==> src/rtl/fetch_unit.sv <==
// Instruction fetch stage: drives the PC, requests words from imem, loads the IF/ID register.
// Latency: one instruction per cycle with a zero-wait memory; a word lands in IF/ID on the edge of its ack.
// Backpressure: stall freezes PC and IF/ID; a word acked during stall parks in a one-entry skid buffer.
module fetch_unit #(
  parameter logic [31:0] RESET_PC = 32'h0000_0000
) (
  input  logic        clk,
  input  logic        rst_n,
  input  logic        stall,
  input  logic        branch_taken,
  input  logic [31:0] branch_target,
  input  logic        jump,
  input  logic [31:0] jump_target,
  output logic        imem_req,
  output logic [31:0] imem_addr,
  input  logic        imem_ack,
  input  logic [31:0] imem_rdata,
  output logic [31:0] if_pc,
  output logic [31:0] if_pc_plus4,
  output logic [31:0] if_instr,
  output logic        if_valid
);

  // FETCH: request outstanding. HOLD: word parked in skid, waiting for stall to clear.
  // DROP: the outstanding request belongs to a squashed path and its word must be thrown away.
  typedef enum logic [1:0] {
    S_FETCH = 2'd0,
    S_HOLD  = 2'd1,
    S_DROP  = 2'd2
  } state_t;

  state_t      state_q, state_d;
  logic [31:0] pc_q, pc_d;
  logic [31:0] pend_q, pend_d;
  logic [31:0] skid_q, skid_d;
  logic [31:0] if_pc_q, if_pc_d;
  logic [31:0] if_pc4_q, if_pc4_d;
  logic [31:0] if_instr_q, if_instr_d;
  logic        if_valid_q, if_valid_d;

  logic        redirect;
  logic [31:0] redir_tgt;
  logic [31:0] pc_plus4;

  // Branch has priority over jump; targets are forced word aligned.
  always_comb begin
    redirect  = branch_taken | jump;
    redir_tgt = branch_taken ? {branch_target[31:2], 2'b00} : {jump_target[31:2], 2'b00};
    pc_plus4  = pc_q + 32'd4;
  end

  // Request is held at the current PC in FETCH and DROP; it is masked while reset is asserted.
  always_comb begin
    imem_req  = rst_n && (state_q != S_HOLD);
    imem_addr = pc_q;
  end

  // Next-state and IF/ID load logic.
  always_comb begin
    state_d    = state_q;
    pc_d       = pc_q;
    pend_d     = pend_q;
    skid_d     = skid_q;
    if_pc_d    = if_pc_q;
    if_pc4_d   = if_pc4_q;
    if_instr_d = if_instr_q;
    if_valid_d = if_valid_q;

    case (state_q)
      S_FETCH: begin
        if (redirect) begin
          // Redirect beats stall; a word returning this cycle is simply not used.
          if_valid_d = 1'b0;
          if (imem_ack) begin
            pc_d = redir_tgt;
          end else begin
            pend_d  = redir_tgt;
            state_d = S_DROP;
          end
        end else if (imem_ack) begin
          if (stall) begin
            skid_d  = imem_rdata;
            state_d = S_HOLD;
          end else begin
            if_instr_d = imem_rdata;
            if_pc_d    = pc_q;
            if_pc4_d   = pc_plus4;
            if_valid_d = 1'b1;
            pc_d       = pc_plus4;
          end
        end else if (!stall) begin
          // Downstream took the previous word and nothing new arrived: insert a bubble.
          if_valid_d = 1'b0;
        end
      end

      S_HOLD: begin
        if (redirect) begin
          if_valid_d = 1'b0;
          skid_d     = 32'd0;
          pc_d       = redir_tgt;
          state_d    = S_FETCH;
        end else if (!stall) begin
          if_instr_d = skid_q;
          if_pc_d    = pc_q;
          if_pc4_d   = pc_plus4;
          if_valid_d = 1'b1;
          pc_d       = pc_plus4;
          state_d    = S_FETCH;
        end
      end

      S_DROP: begin
        // The newest redirect always wins, even if it coincides with the stale ack.
        if_valid_d = 1'b0;
        if (redirect) begin
          pend_d = redir_tgt;
        end
        if (imem_ack) begin
          pc_d    = redirect ? redir_tgt : pend_q;
          state_d = S_FETCH;
        end
      end

      default: begin
        state_d = S_FETCH;
      end
    endcase
  end

  // State registers with asynchronous active-low reset.
  always_ff @(posedge clk or negedge rst_n) begin
    if (!rst_n) begin
      state_q    <= S_FETCH;
      pc_q       <= RESET_PC;
      pend_q     <= 32'd0;
      skid_q     <= 32'd0;
      if_pc_q    <= 32'd0;
      if_pc4_q   <= 32'd0;
      if_instr_q <= 32'd0;
      if_valid_q <= 1'b0;
    end else begin
      state_q    <= state_d;
      pc_q       <= pc_d;
      pend_q     <= pend_d;
      skid_q     <= skid_d;
      if_pc_q    <= if_pc_d;
      if_pc4_q   <= if_pc4_d;
      if_instr_q <= if_instr_d;
      if_valid_q <= if_valid_d;
    end
  end

  // IF/ID register outputs.
  always_comb begin
    if_pc       = if_pc_q;
    if_pc_plus4 = if_pc4_q;
    if_instr    = if_instr_q;
    if_valid    = if_valid_q;
  end

endmodule

==> config.mk <==
export PLATFORM = sky130hd
export DESIGN_NAME = fetch_unit
export DESIGN_NICKNAME = d
export VERILOG_FILES = /design/src/rtl/fetch_unit.sv
export SDC_FILE = /design/constraint.sdc
export NUM_CORES = 1
export LEC_CHECK = 0
export ABC_CLOCK_PERIOD_IN_PS = 3800
export BUFFER_PORTS_ARGS = -buffer_cell sky130_fd_sc_hd__buf_2
export CAP_MARGIN = 20
export CELL_PAD_IN_SITES_DETAIL_PLACEMENT = 2
export CELL_PAD_IN_SITES_GLOBAL_PLACEMENT = 2
export CORE_AREA = 2 2 167 169
export DETAILED_ROUTE_END_ITERATION = 6
export DIE_AREA = 0 0 169 171
export HOLD_SLACK_MARGIN = 0.15
export PLACE_DENSITY_LB_ADDON = 0.15
export SLEW_MARGIN = 20
export SYNTH_ARGS = -nofsm -noshare
export SYNTH_HDL_FRONTEND = slang
export SYNTH_SLANG_ARGS = --single-unit
==> constraint.sdc <==
create_clock -name clk -period 3.8 [get_ports clk]
set_clock_uncertainty 0.05 [all_clocks]
set_input_delay 0.19 -clock clk [delete_from_list [all_inputs] [get_ports clk]]
set_output_delay 0.19 -clock clk [all_outputs]
set_load 0.05 [all_outputs]
# ---- After elaboration in Yosys (flattened, before gate mapping)
# Cells that the tools add are included.
dict set report word_totals {
  reg_bits 195
  latchBits 0
  mem_bits_rw 0
  mem_bits_ro 0
  inputBits 102
  output_inout_bits 130
  wordCells 87
  memories 0
}
dict set report op_classes {
  addsub 1
  multipliers 0
  n_div 0
  magnitude_cmp 0
  eq_ne 18
  n_shift 0
  n_mux 47
  n_bitwise 1
  n_reduce_logical 12
}
# cell count
set op_table {}
lappend op_table {{2-to-1 mux 32 bit} 27}
lappend op_table {{case mux 32 bit (2 select lines)} 5}
lappend op_table {{case mux 32 bit (3 select lines)} 1}
lappend op_table {{adder 32 x 3 -> 32 bit, second input constant} 1}
lappend op_table {{!= test 2 bit, second input constant} 10}
lappend op_table {{2-to-1 mux 2 bit} 7}
lappend op_table {{!= test 3 bit, second input constant} 4}
lappend op_table {{AND reduction 5 bit} 2}
lappend op_table {{case mux 2 bit (3 select lines)} 1}
lappend op_table {{AND reduction 3 bit} 2}
lappend op_table {{AND reduction 6 bit} 1}
lappend op_table {{2-to-1 mux 1 bit} 5}
lappend op_table {{!= test 4 bit, second input constant} 1}
lappend op_table {{AND reduction 4 bit} 1}
lappend op_table {{nonzero test 2 bit} 2}
lappend op_table {{case mux 1 bit (3 select lines)} 1}
lappend op_table {{nonzero test 3 bit} 1}
lappend op_table {{== test 2 x 1 -> 1 bit, second input constant} 1}
lappend op_table {{== test 2 bit, second input constant} 1}
lappend op_table {{logical NOT 2 bit} 1}
lappend op_table {{!= test 2 x 1 -> 1 bit, second input constant} 1}
lappend op_table {{AND reduction 2 bit} 1}
lappend op_table {{logical AND 1 bit} 1}
lappend op_table {{bitwise OR 1 bit} 1}

# ---- Logic depth before layout (Yosys ltp)
dict set report depth {
  word_depth 5
  ltp_mapped 10
  ltp_nobuf 7
}

# ---- Worst setup path after synthesis
# OpenSTA, ideal clock, no wires.
dict set report synth_path {
  path_type {register to register}
  from {reg pc_q[13], in the netlist imem_addr[13]}
  to {reg pc_q[23], in the netlist imem_addr[23]}
  setup_ps 87
  arrival_ps 2272
  t_required_ps 3663
  setup_slack_ps 1392
  stages_incl_launch_ff 8
  path_buffers 2
  synth_period_minus_slack_ps 2408
  path_cell_list {dfrtp_1 buf_4 nand4_1 or2_2 buf_2 or3_1 o31a_1 o211ai_1}
}
dict set report synth_between {
  elab_chain_cells 5
  word_cells_on_any_way 6
  classes_between {1 x add/sub; 5 x mux}
}
# element line
set synth_lines {}
lappend synth_lines {{from (decl)} 33} ;# logic [31:0] pc_q, pc_d;
lappend synth_lines {{from (signal assigned)} 144} ;# pc_q <= pc_d;
lappend synth_lines {{adder 32 x 3 -> 32 bit (*)} 49} ;# pc_plus4 = pc_q + 32'd4;
lappend synth_lines {{2-to-1 mux 32 bit (*)} {81, 103}}
lappend synth_lines {{2-to-1 mux 32 bit} 80} ;# end else if (imem_ack) begin
lappend synth_lines {{2-to-1 mux 32 bit} 71} ;# if (redirect) begin
lappend synth_lines {{case mux 32 bit (3 select lines) (*)} 69} ;# case (state_q)
# Mark *: on every way between the ends. The rest lies on a longest branch, timed or not. The select of a mux whose other input is x is not followed.
# A chain may end at the register's enable or synchronous reset.

# ---- Worst setup path in the final report
dict set report layout_path {
  from {reg state_q[1]}
  to {reg pend_q[18]}
}
dict set report layout_between {
  elab_chain_cells 3
  word_cells_on_any_way 7
  classes_between {3 x eq/ne; 1 x mux; 3 x reduce/logical}
}
# element line
set layout_lines {}
lappend layout_lines {{from (decl)} 32} ;# state_t state_q, state_d;
lappend layout_lines {{from (signal assigned)} 143} ;# state_q <= state_d;
lappend layout_lines {{== test 2 bit / logical NOT 2 bit (equally long branches)} 69}
lappend layout_lines {{nonzero test 2 bit (no line) / != test 2 bit (equally long branches)} -}
lappend layout_lines {{AND reduction 3 bit (no line)} -}
lappend layout_lines {{to (signal assigned)} 145} ;# pend_q <= pend_d;
lappend layout_lines {{to (decl)} 34} ;# logic [31:0] pend_q, pend_d;
# Several ways; a longest one is shown, not always the timed one.

==> key figures <==
Yosys
  – Post-synth ARST share: 1.000
  – Leading area contributor after synthesis: dfrtp_1
  – Post-synthesis sequential area ratio: 0.5179
  – Mean Syn Cell Area: 9.372 um^2
  – Area contributors post-synth: dfrtp_1, nand2_1, mux2i_1, o21ai_0, a22o_1
  – Post-synth EDFFs: 0
  – Yosys warnings: 0
  – Synth Register Bits: 193
  – Synth top area share: 0.5179
  – Ys flop type: dfrtp_1
  – Mapped cell area: 0.009325 mm^2
  – Mapped Nets: 1,102
  – Mapped Cells: 995
  – Yosys cell types: 57

Setup path
  – Critical path data arrival time: 3.34 ns
  – Slowest stage delay, CP: 0.57 ns
  – CP max FO: 62
  – CP Capture Type: flip-flop
  – WP buf/inv: 3
  – CP top delay family: buffers and inverters
  – Crit path kind: reg -> reg
  – Required time of the critical path: 4.13 ns
  – Cells along the critical path: inv_1 -> ha_1 -> nor2b_1 -> a21oi_1 -> nor2_4 -> buf_4 -> nor2_1 -> a31oi_1 -> dlygate4sd3_1
  – CP Launch Type: flip-flop
  – Slowest CP cell: dlygate4sd3_1

STA
  – Setup TNS: 0 ns
  – Fin crit period: 3.009 ns
  – Tightest Pin Transition: 0.9965 ns
  – Worst relative slew slack: 0.3357
  – Pins Over Slew Limit: 0
  – FMAX: 332.3 MHz
  – Final-report hold violation count: 0
  – RSZ-0062 raised after global routing: false
  – WHS: 0.1666 ns
  – Final setup vio count: 0
  – Final Cycle Share: 0.7920

Placement
  – HPWL after detailed placement: 22.67 mm
  – Gpl congestion: 0.7690
  – Port bufs: 227

Floorplan
  – Die Y: 171 um
  – Initial Util: 0.3413
  – # IOs: 232
  – Die W: 169 um
  – Core area: 0.02732 mm^2
  – Rows: 61
  – DIE AREA: 0.02890 mm^2

Clocking
  – Total setup buffers inserted after CTS: 0
  – CTS tree: yes
  – Worst-path clk slew: 0.08 ns
  – Clock root buffer: clkbuf_16
  – Sink Count: 193
  – Clk buf depth: 2
  – Num CTS Buffers: 17
  – H-tree depth: 4
  – Worst skew pair latency: 0.44 ns

Pwr
  – Pwr per Cell Area: 900.2 mW/mm^2
  – VDD IR max: 0.3415 mV
  – Lkg Pwr: 5.806 nW

Global route
  – First-pass GRT wire length: 54.89 mm
  – Initial antenna violation count: 1
  – GR Overflow Total: 0
  – Number of global-route vias before repair: 9,433
  – Largest net degree at the start of global routing: 103
  – GRT Overall Usage: 0.2429

Job
  – Max Cap Viol: 0

Routing
  – Drt initial violations: 623
  – Via Count: 8,801
  – Final ANT Viol Nets: 0
  – Router iterations before antenna repair: 5
  – DR DRC count: 0
  – Routed wire length: 34.46 mm
  – Drt wl/cell: 21.06 um
  – Via-to-Cell Ratio: 5.380

Layout
  – Diodes inserted: 0
  – Ratio of cells with drive above 1 in the final layout: 0.2279
  – Final nets: 1,384
  – Area growth syn-to-layout: 32.21%

Min path
  – Hold Crit Class: in -> reg

Outcome
  – Outcome: complete, no violations
==> worst paths after layout <==
check                                            start                          end  slack (ns)  cells after the start
max in group asynchronous                        rst_n  if_pc_plus4[24]$_DFFE_PN0P_        2.25                      3
worst min register to register   if_pc[20]$_DFFE_PN0P_        if_pc[20]$_DFFE_PN0P_        0.43                      2
worst max register to register  state_q[1]$_DFFE_PN0P_       pend_q[18]$_DFFE_PN0P_        0.79                      9
min in group asynchronous                        rst_n  if_pc_plus4[16]$_DFFE_PN0P_        0.29                      2
worst min-delay path                  branch_target[3]     imem_addr[3]$_DFFE_PN0P_        0.17                      5
worst max-delay path            state_q[1]$_DFFE_PN0P_       pend_q[18]$_DFFE_PN0P_        0.79                      9
==> through the flow <==
stage | worst slack, ns | area [um^2] | instances | total power, W | utilization
2_1_floorplan | 1.392 | 9325 | 995 | 0.007459 | -
3_3_place_gp | 0.9217 | 10750 | 1506 | 0.008883 | 0.3934
3_5_place_dp | 0.7306 | 10750 | 1506 | 0.009084 | 0.3934
4_1_cts | 0.7317 | 12330 | 1636 | 0.01115 | 0.4512
5_1_grt | 0.4962 | 12330 | 1636 | 0.01176 | 0.4512
6_report | 0.7905 | 12330 | 1636 | 0.01110 | 0.4512
==> power by group <==
part           leakage [nW]  switching (W)  total [W]  internal (W)
Clock                 0.288       0.000931    0.00183      0.000903
Combinational          3.13        0.00390    0.00538       0.00147
Sequential             2.38       0.000911    0.00389       0.00298
==> synthesized netlist by cell type, drive strengths merged (8+ instances only) <==
cell type    n
nand2      211
dfrtp      193
o21ai      108
nor2        62
clkbuf      57
mux2i       57
a21oi       41
a22o        34
buf         26
a31oi       22
xnor2       19
nand3       17
a22oi       13
inv         13
nor3        12
nand4       11
a221oi       9
nor4         9
xor2         8
==> cell type report <==
cell class,instances,area [um^2]
flip-flops and latches,193,4830
repair buffers,346,2296
well taps,346,432.9
fillers,2961,14990
clock buffers,18,439.2
clock inverters,14,158.9
inverters,14,52.55
multi-input cells,705,4120
==> logic make-up after synthesis <==
| group | Yosys count | share of synthesized area |
|---|---|---|
| XOR/XNOR | 27 | 0.02536 |
| AND/OR/NAND/NOR | 353 | 0.1641 |
| buffers and inverters | 97 | 0.04616 |
| flip-flops | 193 | 0.5179 |
| adder cells (fa/ha/maj) | 5 | 0.006709 |
| AO/OA/AOI/OAI | 263 | 0.1786 |
| multiplexers | 57 | 0.06118 |
==> worst register-to-register path: cells and delay by family (launching register included) <==
kind,cells,cell delay [ns]
buf+inv,3,1.26
flops,1,0.47
fa+ha+maj,1,0.31
simple gates,3,0.56
compound gates,2,0.30
==> what timing repair did <==
action	in CTS	in global routing
endpoints found under the hold margin	180	0
gates resized for setup	0	0
setup endpoints to repair	0	0
hold buffers	98	0
==> layer usage <==
layer,global-route usage,up-vias,wire (um)
met5,0,-,13
met4,0.05240,2,403
met3,0.03285,30,1300
met2,0.3920,215,16330
met1,0.3495,4497,16410
li1,-,4057,-
==> sequential cells by signal, indices dropped and copies added (netlist names) <==
name / cells
state_q: 2
skid_q: 32
imem_addr: 32
if_valid: 1
pend_q: 32
if_pc: 30
if_instr: 32
if_pc_plus4: 32
==> cells in the final DEF, fill, tap and decap left out, types with 8 or more instances in the layout <==
| cell type | synthesis | routed |
|---|---|---|
| buf_4 | 7 | 20 |
| a21oi_1 | 41 | 41 |
| buf_2 | 12 | 226 |
| a22o_1 | 34 | 34 |
| a31oi_1 | 22 | 21 |
| a22oi_1 | 13 | 13 |
| mux2i_1 | 57 | 57 |
| clkbuf_16 | 0 | 17 |
| nor2_1 | 62 | 61 |
| o21ai_0 | 103 | 103 |
| xnor2_1 | 19 | 19 |
| nor3_1 | 11 | 11 |
| inv_1 | 13 | 13 |
| nand4_1 | 10 | 10 |
| nor4_1 | 9 | 8 |
| nand2_1 | 211 | 211 |
| dlygate4sd3_1 | 0 | 98 |
| a221oi_1 | 9 | 9 |
| dfrtp_1 | 193 | 193 |
| nand3_1 | 17 | 17 |
| xor2_1 | 8 | 8 |
Note: power is estimated with default switching activity, not from simulation.
